**config.mk**
```make
export PLATFORM = sky130hd
export DESIGN_NAME = imm_ext_pipe
export DESIGN_NICKNAME = d
export VERILOG_FILES = /design/src/rtl/ext_pkg.sv /design/src/rtl/imm_ext_comb.sv /design/src/rtl/imm_ext_pipe.sv
export SDC_FILE = /design/constraint.sdc
export NUM_CORES = 1
export LEC_CHECK = 0
export CAP_MARGIN = 20
export CORE_MARGIN = 5
export CORE_UTILIZATION = 43
export CTS_CLUSTER_SIZE = 12
export DETAILED_ROUTE_END_ITERATION = 6
export PLACE_DENSITY = 0.68
export SYNTH_ARGS = -nofsm -noshare
export SYNTH_HDL_FRONTEND = slang
export SYNTH_SLANG_ARGS = --single-unit
```
**constraint.sdc**
```tcl
create_clock -name clk -period 5.85 [get_ports clk]
set_input_delay 0.585 -clock clk [delete_from_list [all_inputs] [get_ports clk]]
set_output_delay 0.585 -clock clk [all_outputs]
set_load 0.005 [all_outputs]
```
**src/rtl/ext_pkg.sv**
```systemverilog
// Shared definitions for the decode-stage immediate generator: extension-op
// bit positions, skid-buffer states and the buffered payload layout.
package ext_pkg;

   localparam int EXTOP_W_DEF = 7;
   localparam int XLEN_MAX    = 64;

   localparam int EXTOP_JTYPE   = 0;
   localparam int EXTOP_UTYPE   = 1;
   localparam int EXTOP_BTYPE   = 2;
   localparam int EXTOP_STYPE   = 3;
   localparam int EXTOP_ITYPE   = 4;
   localparam int EXTOP_SHAMT   = 5;
   localparam int EXTOP_CSRTYPE = 6;

   typedef enum logic [1:0] {
      EMPTY = 2'd0,
      ONE   = 2'd1,
      TWO   = 2'd2
   } ext_state_t;

   // Sized for the widest legal XLEN; narrower configurations use the low bits.
   typedef struct packed {
      logic [XLEN_MAX-1:0] imm;
      logic [XLEN_MAX-1:0] target;
      logic                err;
   } ext_payload_t;

   function automatic logic isOneHot(input logic [31:0] v);
      return (v != 32'd0) && ((v & (v - 32'd1)) == 32'd0);
   endfunction

endpackage

```
**src/rtl/imm_ext_comb.sv**
```systemverilog
// Pure combinational immediate formation: picks the field layout selected by
// the one-hot op, extends it to XLEN and adds the PC.
module imm_ext_comb
   import ext_pkg::*;
#(
   parameter int XLEN    = 32,
   parameter int EXTOP_W = EXTOP_W_DEF
) (
   input  logic [31:0]        i_instr,
   input  logic [XLEN-1:0]    i_pc,
   input  logic [EXTOP_W-1:0] i_extop,
   output logic [XLEN-1:0]    o_imm,
   output logic [XLEN-1:0]    o_target,
   output logic               o_err
);

   logic [XLEN-1:0] w_immShamt;
   logic [XLEN-1:0] w_immI;
   logic [XLEN-1:0] w_immS;
   logic [XLEN-1:0] w_immB;
   logic [XLEN-1:0] w_immJ;
   logic [XLEN-1:0] w_immU;
   logic [XLEN-1:0] w_immCsr;
   logic [XLEN-1:0] w_immSel;
   logic            w_oneHot;
   logic            w_unusedOpcode;

   // The opcode field never contributes to an immediate.
   assign w_unusedOpcode = ^i_instr[6:0];

   generate
      if (XLEN == 64) begin : g_shamt64
         assign w_immShamt = XLEN'(i_instr[25:20]);
      end else begin : g_shamt32
         assign w_immShamt = XLEN'(i_instr[24:20]);
      end
   endgenerate

   assign w_immI   = XLEN'($signed(i_instr[31:20]));
   assign w_immS   = XLEN'($signed({i_instr[31:25], i_instr[11:7]}));
   assign w_immB   = XLEN'($signed({i_instr[31], i_instr[7], i_instr[30:25],
                                    i_instr[11:8], 1'b0}));
   assign w_immJ   = XLEN'($signed({i_instr[31], i_instr[19:12], i_instr[20],
                                    i_instr[30:21], 1'b0}));
   assign w_immU   = XLEN'($signed({i_instr[31:12], 12'b0}));
   assign w_immCsr = XLEN'(i_instr[19:15]);

   assign w_oneHot = isOneHot(32'(i_extop));

   always_comb begin
      w_immSel = '0;
      if (i_extop[EXTOP_SHAMT]) begin
         w_immSel = w_immShamt;
      end else if (i_extop[EXTOP_ITYPE]) begin
         w_immSel = w_immI;
      end else if (i_extop[EXTOP_STYPE]) begin
         w_immSel = w_immS;
      end else if (i_extop[EXTOP_BTYPE]) begin
         w_immSel = w_immB;
      end else if (i_extop[EXTOP_UTYPE]) begin
         w_immSel = w_immU;
      end else if (i_extop[EXTOP_JTYPE]) begin
         w_immSel = w_immJ;
      end else if (i_extop[EXTOP_CSRTYPE]) begin
         w_immSel = w_immCsr;
      end
   end

   // A malformed op must not leak a partial immediate or a PC into the payload.
   always_comb begin
      o_imm    = '0;
      o_target = '0;
      o_err    = 1'b1;
      if (w_oneHot) begin
         o_imm    = w_immSel;
         o_target = i_pc + w_immSel;
         o_err    = 1'b0;
      end
   end

endmodule

```
**src/rtl/imm_ext_pipe.sv**
```systemverilog
// Decode-stage immediate generator behind a 2-entry skid buffer; in_ready
// comes straight from a flop so no combinational path crosses the block.
module imm_ext_pipe
   import ext_pkg::*;
#(
   parameter int XLEN    = 32,
   parameter int EXTOP_W = EXTOP_W_DEF
) (
   input  logic               clk,
   input  logic               rstn,
   input  logic               flush,
   input  logic               in_valid,
   output logic               in_ready,
   input  logic [31:0]        in_instr,
   input  logic [XLEN-1:0]    in_pc,
   input  logic [EXTOP_W-1:0] in_extop,
   output logic               out_valid,
   input  logic               out_ready,
   output logic [XLEN-1:0]    out_imm,
   output logic [XLEN-1:0]    out_target,
   output logic               out_err
);

   generate
      if (!(XLEN == 32 || XLEN == 64)) begin : g_badXlen
         $error("imm_ext_pipe: XLEN must be 32 or 64");
      end
   endgenerate

   ext_state_t      r_state;
   ext_state_t      w_stateNext;
   logic            r_inReady;
   ext_payload_t    r_head;
   ext_payload_t    r_tail;
   ext_payload_t    w_new;
   logic [XLEN-1:0] w_imm;
   logic [XLEN-1:0] w_target;
   logic            w_err;
   logic            w_accept;
   logic            w_pop;
   logic            w_unusedHi;

   imm_ext_comb #(
      .XLEN    (XLEN),
      .EXTOP_W (EXTOP_W)
   ) u_comb (
      .i_instr  (in_instr),
      .i_pc     (in_pc),
      .i_extop  (in_extop),
      .o_imm    (w_imm),
      .o_target (w_target),
      .o_err    (w_err)
   );

   always_comb begin
      w_new        = '0;
      w_new.imm    = XLEN_MAX'(w_imm);
      w_new.target = XLEN_MAX'(w_target);
      w_new.err    = w_err;
   end

   // A flush cycle drops any presented entry; a pop in that cycle still happens.
   assign w_accept = in_valid & r_inReady & ~flush;
   assign w_pop    = out_valid & out_ready;

   always_comb begin
      w_stateNext = r_state;
      if (flush) begin
         w_stateNext = EMPTY;
      end else begin
         case (r_state)
            EMPTY: if (w_accept) w_stateNext = ONE;
            ONE: begin
               if (w_accept && !w_pop) begin
                  w_stateNext = TWO;
               end else if (!w_accept && w_pop) begin
                  w_stateNext = EMPTY;
               end
            end
            TWO: if (w_pop) w_stateNext = ONE;
            default: w_stateNext = EMPTY;
         endcase
      end
   end

   // r_head is always the oldest entry, so the outputs read it directly.
   always_ff @(posedge clk or negedge rstn) begin
      if (!rstn) begin
         r_state   <= EMPTY;
         r_inReady <= 1'b1;
         r_head    <= '0;
         r_tail    <= '0;
      end else begin
         r_state   <= w_stateNext;
         r_inReady <= (w_stateNext != TWO);
         if (!flush) begin
            case (r_state)
               EMPTY: if (w_accept) r_head <= w_new;
               ONE: begin
                  if (w_accept && w_pop) begin
                     r_head <= w_new;
                  end else if (w_accept) begin
                     r_tail <= w_new;
                  end
               end
               TWO: if (w_pop) r_head <= r_tail;
               default: ;
            endcase
         end
      end
   end

   assign in_ready   = r_inReady;
   assign out_valid  = (r_state != EMPTY);
   assign out_imm    = r_head.imm[XLEN-1:0];
   assign out_target = r_head.target[XLEN-1:0];
   assign out_err    = r_head.err;

   // Upper payload bits are zero for XLEN=32 and never reach a port.
   assign w_unusedHi = ^{r_head.imm, r_head.target};

endmodule

```
==> metrics list, run 1 <==
* Die height: between 100 and 150 um
* Final weighted congestion in routability-driven placement: approximately 0.94
- Counting flops with a built-in enable in the synthesized netlist gives 0.
- The biggest area contributor in the post-synthesis netlist is sky130_fd_sc_hd__dfrtp_1.
* Top post-synthesis cells by area: sky130_fd_sc_hd__dfrtp_1, sky130_fd_sc_hd__nand2_1, sky130_fd_sc_hd__o21ai_0, sky130_fd_sc_hd__a21oi_1, sky130_fd_sc_hd__nor2_1
- Cell area after synthesis: roughly 0.0084 mm^2
* Flip-flop and latch count after synthesis: between 100 and 150
* Category of the critical setup timing path: input pin to flip-flop
* PnR Total Power: 2.63 mW
- Core area: between 0.015 and 0.02 mm^2
- Clock-pin slew of the registers on the worst-case setup and hold paths: 0.06 ns
- Hold/Removal Path Class: input pin to async pin
* Slew HR: around two fifths
* Leak pwr: approximately 4.6 nW
- Clock Sink Count: roughly 130
- Total CTS buffers: 17
- The clock passes through at most 2 buffers.
* Maximum clock frequency: about 200 MHz
- Number of nets at the end of the flow: ~1,200
- Arrival @ worst endpoint: about 5.3 ns
- PwrDens: 251 mW/mm^2
* Hold slack: about 0.29 ns
- In the synthesized netlist the async set-or-reset flop fraction comes to 100%.
- IR analysis of the VDD net gives a maximum drop of ~150 uV.
- Number of nets with antenna violations after detailed routing: 0
- Maxcap violations: 0
* Share of the yosys chip area belonging to registers: a little under 40%
- Total vias in the final route: between 7,000 and 8,000
- Setup violations remaining at the end of the flow were counted as 0.
- Drt pass-1 iters: 5
* Die width: around 150 um
* Crit. End Element: flip-flop
- Yosys printed 0 warnings.
- The final critical path takes up about 85% of the cycle.
* Share of the synthesized area in the top cell type: 39.5%
* First-pass GRT wire length: between 30 and 40 mm
- Along the worst path, the maximum fanout reaches 6.
* Post-placement cell area: 0.00988 mm^2
- When the netlist entered floorplanning its net count stood at 1,141.
* Root buf cell: sky130_fd_sc_hd__clkbuf_16
- Setup repair after global routing left no endpoint under its margin.
- The H-tree generated during clock tree synthesis spans 4 levels.
* Clock latency on the worst-skew pair: between 0.4 and 0.5 ns
* Routed wire per std cell: 17.3 um
- Mapped Cells: 1,041
* Number of vias per cell: ~5.5
- For the pin with the worst max-slew slack, the measured transition is 0.901 ns.
* Total half-perimeter wirelength after legalization and detailed placement: approximately 19 mm
- The die covers 0.0224 mm^2.
- After detailed routing, the number of remaining DRC violations is 0.
- After synthesis, the mean cell area works out to 8.04 um^2.
- The number of cells on the worst reg-to-reg path is 5.
- Setup TNS after final layout: 0 ns
* Prevailing post-synth register cell: sky130_fd_sc_hd__dfrtp_1
- After synthesis, the netlist uses between 80 and 90 different library cells.
* Antenna diode instance count: 0
- Post-cts gate resize count: 0
* Fin. Hold Viols: 0
- The number of max-slew violations in the final report came to 0.
- For this block, the initial DRC count from the detailed router was approximately 630.
- Final WL: 24.4 mm
- Measured on the finished design, the core utilization comes to between 50% and 60%.
- Input and output buffers added on the ports amount to approximately 140.
- Number of buffers inserted for hold repair after clock tree synthesis: 0
- R2R Path Start: r_state[1]
- Compared with the post-synthesis result, the final layout area differs by 25.0%.
- Number of antenna violations at the first check in global routing: 0
- The worst path needs approximately 5 ns of the cycle, external delays included.
- After floorplanning, the core was divided into about 50 placement rows.
- Total global routing overflow: 0
- Cells with a size suffix above 1 make up under 10% of the layout.
- Clock skew on the completed layout was measured at ~0.0086 ns.
* Result of the run: completed
* Required time of the worst setup path: just over 6 ns
* Initial cell density of the core: 43.3%
- Overall global routing resource usage: 22.0%
- STA classifies the critical path startpoint as an input pin.
* Terminus of the critical flop-to-flop path: out_target[16]
* Design Area, Final: 0.0105 mm^2
- I/O pin count: approximately 140
- Post-CTS Repair Setup Buffers: 0
* Number of global-route vias before repair: 7,033
- Entering global routing, the biggest net connects 96 pins.
- TritonCTS clock tree: yes
* Worst R2R Setup Slack: roughly 3.2 ns
==> cell families after synthesis <==
| family | synth area share [%] |
|---|---|
| AND/OR/NAND/NOR | 20.6 |
| buffers and inverters | 5.14 |
| multiplexers | 0.867 |
| AO/OA/AOI/OAI | 25.3 |
| flip-flops | 39.8 |
| XOR/XNOR | 4.17 |
| adder cells (fa/ha/maj) | 4.17 |
==> critical path, stage by stage <==
cell,delay (ns)
sky130_fd_sc_hd__clkdlybuf4s50_1,0.55
sky130_fd_sc_hd__nor2_1,0.43
sky130_fd_sc_hd__and2_1,0.24
sky130_fd_sc_hd__and3_1,0.16
sky130_fd_sc_hd__a21oi_1,0.05
sky130_fd_sc_hd__o21ai_0,0.18
sky130_fd_sc_hd__buf_4,0.17
sky130_fd_sc_hd__ha_1,0.23
sky130_fd_sc_hd__a21o_1,0.16
sky130_fd_sc_hd__a21o_1,0.21
sky130_fd_sc_hd__a2111oi_1,0.51
sky130_fd_sc_hd__o21bai_1,0.20
sky130_fd_sc_hd__a31o_2,0.30
sky130_fd_sc_hd__nand4b_1,0.17
sky130_fd_sc_hd__a31oi_1,0.15
sky130_fd_sc_hd__a31oi_1,0.45
sky130_fd_sc_hd__o31ai_2,0.17
sky130_fd_sc_hd__and3_1,0.19
sky130_fd_sc_hd__nor3_1,0.18
==> worst max-delay path by stage <==
stage	from	end	slack (ns)	cells past startpoint
after floorplan	in_extop[5]	out_target[29]	1.60	18
after global placement	in_extop[0]	out_target[29]	0.62	17
after detailed placement	in_extop[3]	out_target[29]	0.52	18
after CTS	in_extop[3]	out_target[29]	0.96	18
after global routing	in_extop[3]	r_tail[28]	0.61	18
final	in_extop[0]	out_target[29]	0.90	19
==> report_power, final <==
group	switching [mW]	internal (mW)	total, mW
Combinational	0.329	0.249	0.578
Sequential	0.0299	0.971	1.00
Clock	0.403	0.647	1.05
==> routing by layer <==
metal  track usage (%)  part of all wire (%)
met4              6.96                   2.3
met2              31.2                    43
met3              5.09                   7.4
met1              33.1                    47
met5                 0                     0
==> layout make-up <==
cell class,instances,area [um^2]
inverters,32,120
flip-flops and latches,133,3330
clock inverters,12,130
fillers,1812,8870
well taps,265,332
repair buffers,152,1480
clock buffers,19,453
multi-input cells,800,4630
==> cells in the final DEF (no fill, tap or decap), types with 18 or more instances in the layout <==
cell / count
sky130_fd_sc_hd__a21oi_1: 101
sky130_fd_sc_hd__a21o_1: 22
sky130_fd_sc_hd__o31ai_1: 26
sky130_fd_sc_hd__buf_4: 18
sky130_fd_sc_hd__xnor2_1: 23
sky130_fd_sc_hd__clkdlybuf4s50_1: 134
sky130_fd_sc_hd__dfrtp_1: 132
sky130_fd_sc_hd__nand2_1: 189
sky130_fd_sc_hd__nor3_1: 28
sky130_fd_sc_hd__nor2_1: 78
sky130_fd_sc_hd__nand3_1: 27
sky130_fd_sc_hd__ha_1: 23
sky130_fd_sc_hd__inv_1: 32
sky130_fd_sc_hd__o21ai_0: 111
==> state kept, by name (all words and copies together), names as in the netlist <==
| name | flops |
|---|---|
| r_tail | 65 |
| out_err | 1 |
| in_ready | 1 |
| out_imm | 32 |
| out_target | 32 |
| r_state | 2 |
==> metrics by stage <==
step,setup WS [ns],cells
2_1_floorplan,1.60,1041
3_3_place_gp,0.617,1382
3_5_place_dp,0.523,1382
4_1_cts,0.957,1413
5_1_grt,0.611,1413
6_report,0.903,1413
==> cell usage after synthesis (6+ instances only) <==
cell / count
sky130_fd_sc_hd__nor3_1: 28
sky130_fd_sc_hd__a21o_1: 22
sky130_fd_sc_hd__xor2_1: 15
sky130_fd_sc_hd__ha_1: 23
sky130_fd_sc_hd__o31ai_1: 26
sky130_fd_sc_hd__o21a_1: 6
sky130_fd_sc_hd__inv_1: 32
sky130_fd_sc_hd__and3_1: 15
sky130_fd_sc_hd__a31oi_1: 17
sky130_fd_sc_hd__nand3_1: 27
sky130_fd_sc_hd__nor2_1: 80
sky130_fd_sc_hd__nand2_1: 189
sky130_fd_sc_hd__clkbuf_1: 63
sky130_fd_sc_hd__dfrtp_1: 132
sky130_fd_sc_hd__xnor2_1: 23
sky130_fd_sc_hd__a21oi_1: 101
sky130_fd_sc_hd__or2_2: 8
sky130_fd_sc_hd__o21ai_0: 111
sky130_fd_sc_hd__o21ai_1: 8
No activity file was read; power rests on OpenSTA's default activity.
==> inputs of run 2 (changes only) <==
- clock period: 5.85 -> 4.59 ns (I/O delays scaled with it)
==> metrics list, run 2 (synthesis results as in run 1) <==
* Number of vias per cell: between 5 and 6
* Clock Sink Count: around 130
- Proportion of layout cells with a drive suffix above 1: 10.9%
* Cell Chain, Critical Path: clkdlybuf4s50_1 > or2_2 > buf_4 > o21ai_0 > ha_1 > a21o_1 > a2111oi_1 > o21bai_1 > a31o_2 > nand4b_1 > a311oi_2 > nor2_1 > o31ai_2 > mux2i_1 > mux2_1
- Total global routing overflow: 0
* Final period utilization: between 90% and 100%
- DIE AREA: between 0.02 and 0.025 mm^2
- In this run the tightest slew margin relative to its limit is approximately 38%.
- The hold violation count in the final report is 0.
- Final worst setup slack: 0.278 ns
* Port Buffer Count: approximately 140
- The detailed router placed about 8,000 vias in this run.
- CTS built an H-tree with a depth of 4.
* Setup skew after layout: between 0.01 and 0.015 ns
- Once the clock tree was built, the setup fixing pass inserted 0 buffers.
* Number of core rows: 51
- Synthesis-to-finish area growth: 29.0%
* Post-cts gate resize count: 0
- The first global-routing pass estimated between 30 and 40 mm of wire.
* Number of buffers between clock root and the deepest sink: 2
- For this run, the post-layout net count is ~1,300.
* PnR Total Power: 3.41 mW
- Number of buffers inserted for hold repair after clock tree synthesis: 0
- STA classifies the critical path startpoint as an input pin.
- Max stage delay on crit path: around 0.53 ns
- Initial detailed-routing violation count: 761
- The number of max-slew violations in the final report is 0.
* Worst setup startpoint: in_extop[4]
- At the worst endpoint, the required time is 4.89 ns.
- Measured in cells, the most critical reg-to-reg path has a length of 6.
- Category of the critical setup timing path: input pin to flip-flop
- The register with the most flip-flops in the layout has between 60 and 70 of them.
* Result of the run: completed
- The tightest min-delay check is of the input pin to async pin type.
- Maximum number of pins on one net before global-route repair: ~90
* Max Fanout on Critical Path: 4
* Number of antenna violations at the first check in global routing: 0
- Die height: roughly 150 um
* Total half-perimeter wirelength after legalization and detailed placement: 18.9 mm
- At the end of routability-driven placement, the weighted congestion stood at roughly 0.95.
- Measured along the x axis, the die boundary spans approximately 150 um.
* Leak pwr: between 4 and 5 nW
- Cell family contributing the most delay on the critical path: compound AO/OA/AOI/OAI gates
- In this run the cell area measured after placement is ~0.010 mm^2.
* Overall global routing resource usage: a little over a fifth
- The number of antenna diodes in the final layout is 0.
- The via count of the first global-routing pass was a little over 7,000.
- Dividing total power by cell area gives a power density of ~320 mW/mm^2.
* Maxcap violations: 0
* Root buf cell: sky130_fd_sc_hd__clkbuf_16
- After routing the design area is approximately 0.011 mm^2.
- Once the floorplan was initialized, standard cells occupied a little over two fifths of the core.
* Setup repair after global routing missed its margin: false
- The core region is slightly below 0.02 mm^2.
* Number of nets with antenna violations after detailed routing: 0
- TritonCTS built the clock tree.
* Terminus of the critical flop-to-flop path: r_tail[5]
- The worst path needs 4.31 ns of the cycle, external delays included.
* Register with the highest flop count: r_tail
- DR DRC count: 0
- The first detailed-routing pass ran for 5 iterations.
- After clock tree synthesis, the clock-pin slew on the worst setup and hold paths is ~0.06 ns.
- Setup violations remaining at the end of the flow were counted as 0.
- Across the VDD grid, the largest voltage drop is about 230 uV.
- Clock latency on the worst-skew pair, taken at its later pin, is 0.42 ns.
* Buffer and inverter count on the worst path: 2
- Counting the buffers created by CTS gives 17.
- For this block, the routed nets add up to approximately 25 mm of wire.
* R2R Path Start: r_state[0]
- Final core utilization: between 50% and 60%
* Most frequent cells in the layout: sky130_fd_sc_hd__nand2_1, sky130_fd_sc_hd__clkdlybuf4s50_1, sky130_fd_sc_hd__dfrtp_1
* Worst-case setup slack after placement: -0.0138 ns
- At the pin with the least slew margin, the transition time is around 0.94 ns.
- I/O pin count: roughly 140
- Crit. End Element: flip-flop
- For this design, the slowest cell found on the critical path is sky130_fd_sc_hd__clkdlybuf4s50_1.
* Most frequent standard cell in the layout excluding fill and tap cells: sky130_fd_sc_hd__nand2_1
* Worst R2R Setup Slack: ~2.4 ns
- After detailed routing, the average wire length per cell comes to ~17 um.
- Maximum clock frequency: ~230 MHz
* Arrival @ worst endpoint: between 4 and 5 ns
==> run 2: changes by cell type in the layout (fill, tap and decap cells not counted) <==
cell	previous run	this run
sky130_fd_sc_hd__buf_12	0	2
sky130_fd_sc_hd__clkbuf_1	0	1
sky130_fd_sc_hd__inv_6	1	0
sky130_fd_sc_hd__clkinv_4	3	4
sky130_fd_sc_hd__buf_4	18	57
==> run 2: cell type report <==
| cell class | count | area [um^2] |
|---|---|---|
| fill | 1802 | 8530 |
| clock buffer | 20 | 457 |
| sequential | 133 | 3330 |
| inverter | 32 | 120 |
| multi-input combinational | 800 | 4630 |
| timing repair buffer | 193 | 1810 |
| clock inverter | 12 | 130 |
| tap | 265 | 332 |
==> run 2: worst register-to-register path, stage by stage (launching register included) <==
cell and delay [ns]:
sky130_fd_sc_hd__dfrtp_1 0.44, sky130_fd_sc_hd__inv_1 0.13, sky130_fd_sc_hd__nor2_1 0.08, sky130_fd_sc_hd__nand3b_1 0.09
sky130_fd_sc_hd__buf_4 0.31, sky130_fd_sc_hd__buf_4 0.71, sky130_fd_sc_hd__o21ai_0 0.24
==> run 2: stage by stage <==
| stage | TNS (ns) | hold slack (ns) | std cells |
|---|---|---|---|
| final | 0 | 0.171 | 1455 |
| after CTS | 0 | 0.220 | 1455 |
| after detailed placement | -0.0300 | 0.465 | 1423 |
| after floorplan | 0 | 0.163 | 1041 |
| after global placement | 0 | 0.459 | 1423 |
| after global routing | 0 | 0.264 | 1455 |
==> run 2: layer usage <==
layer  wire, um  up-vias  track usage (%)
met3       1620       29             3.88
li1           -     3932                -
met5          0        -                0
met2      10800      285             32.0
met1      11900     3795             33.7
met4        350        0             5.68
==> run 2: how the worst max path moves through the flow <==
stage                           to  depth (start not counted)  slack (ns)
finish                  r_tail[28]                         15        0.28
global route        out_target[28]                         18        0.07
CTS                     r_tail[28]                         15        0.40
detailed placement  out_target[24]                         18       -0.01
global placement    out_target[28]                         18        0.05
floorplan           out_target[29]                         18        0.46
==> run 2: power breakdown <==
part	internal, mW	switching, mW
Sequential	1.24	0.0379
Combinational	0.359	0.433
Clock	0.827	0.515
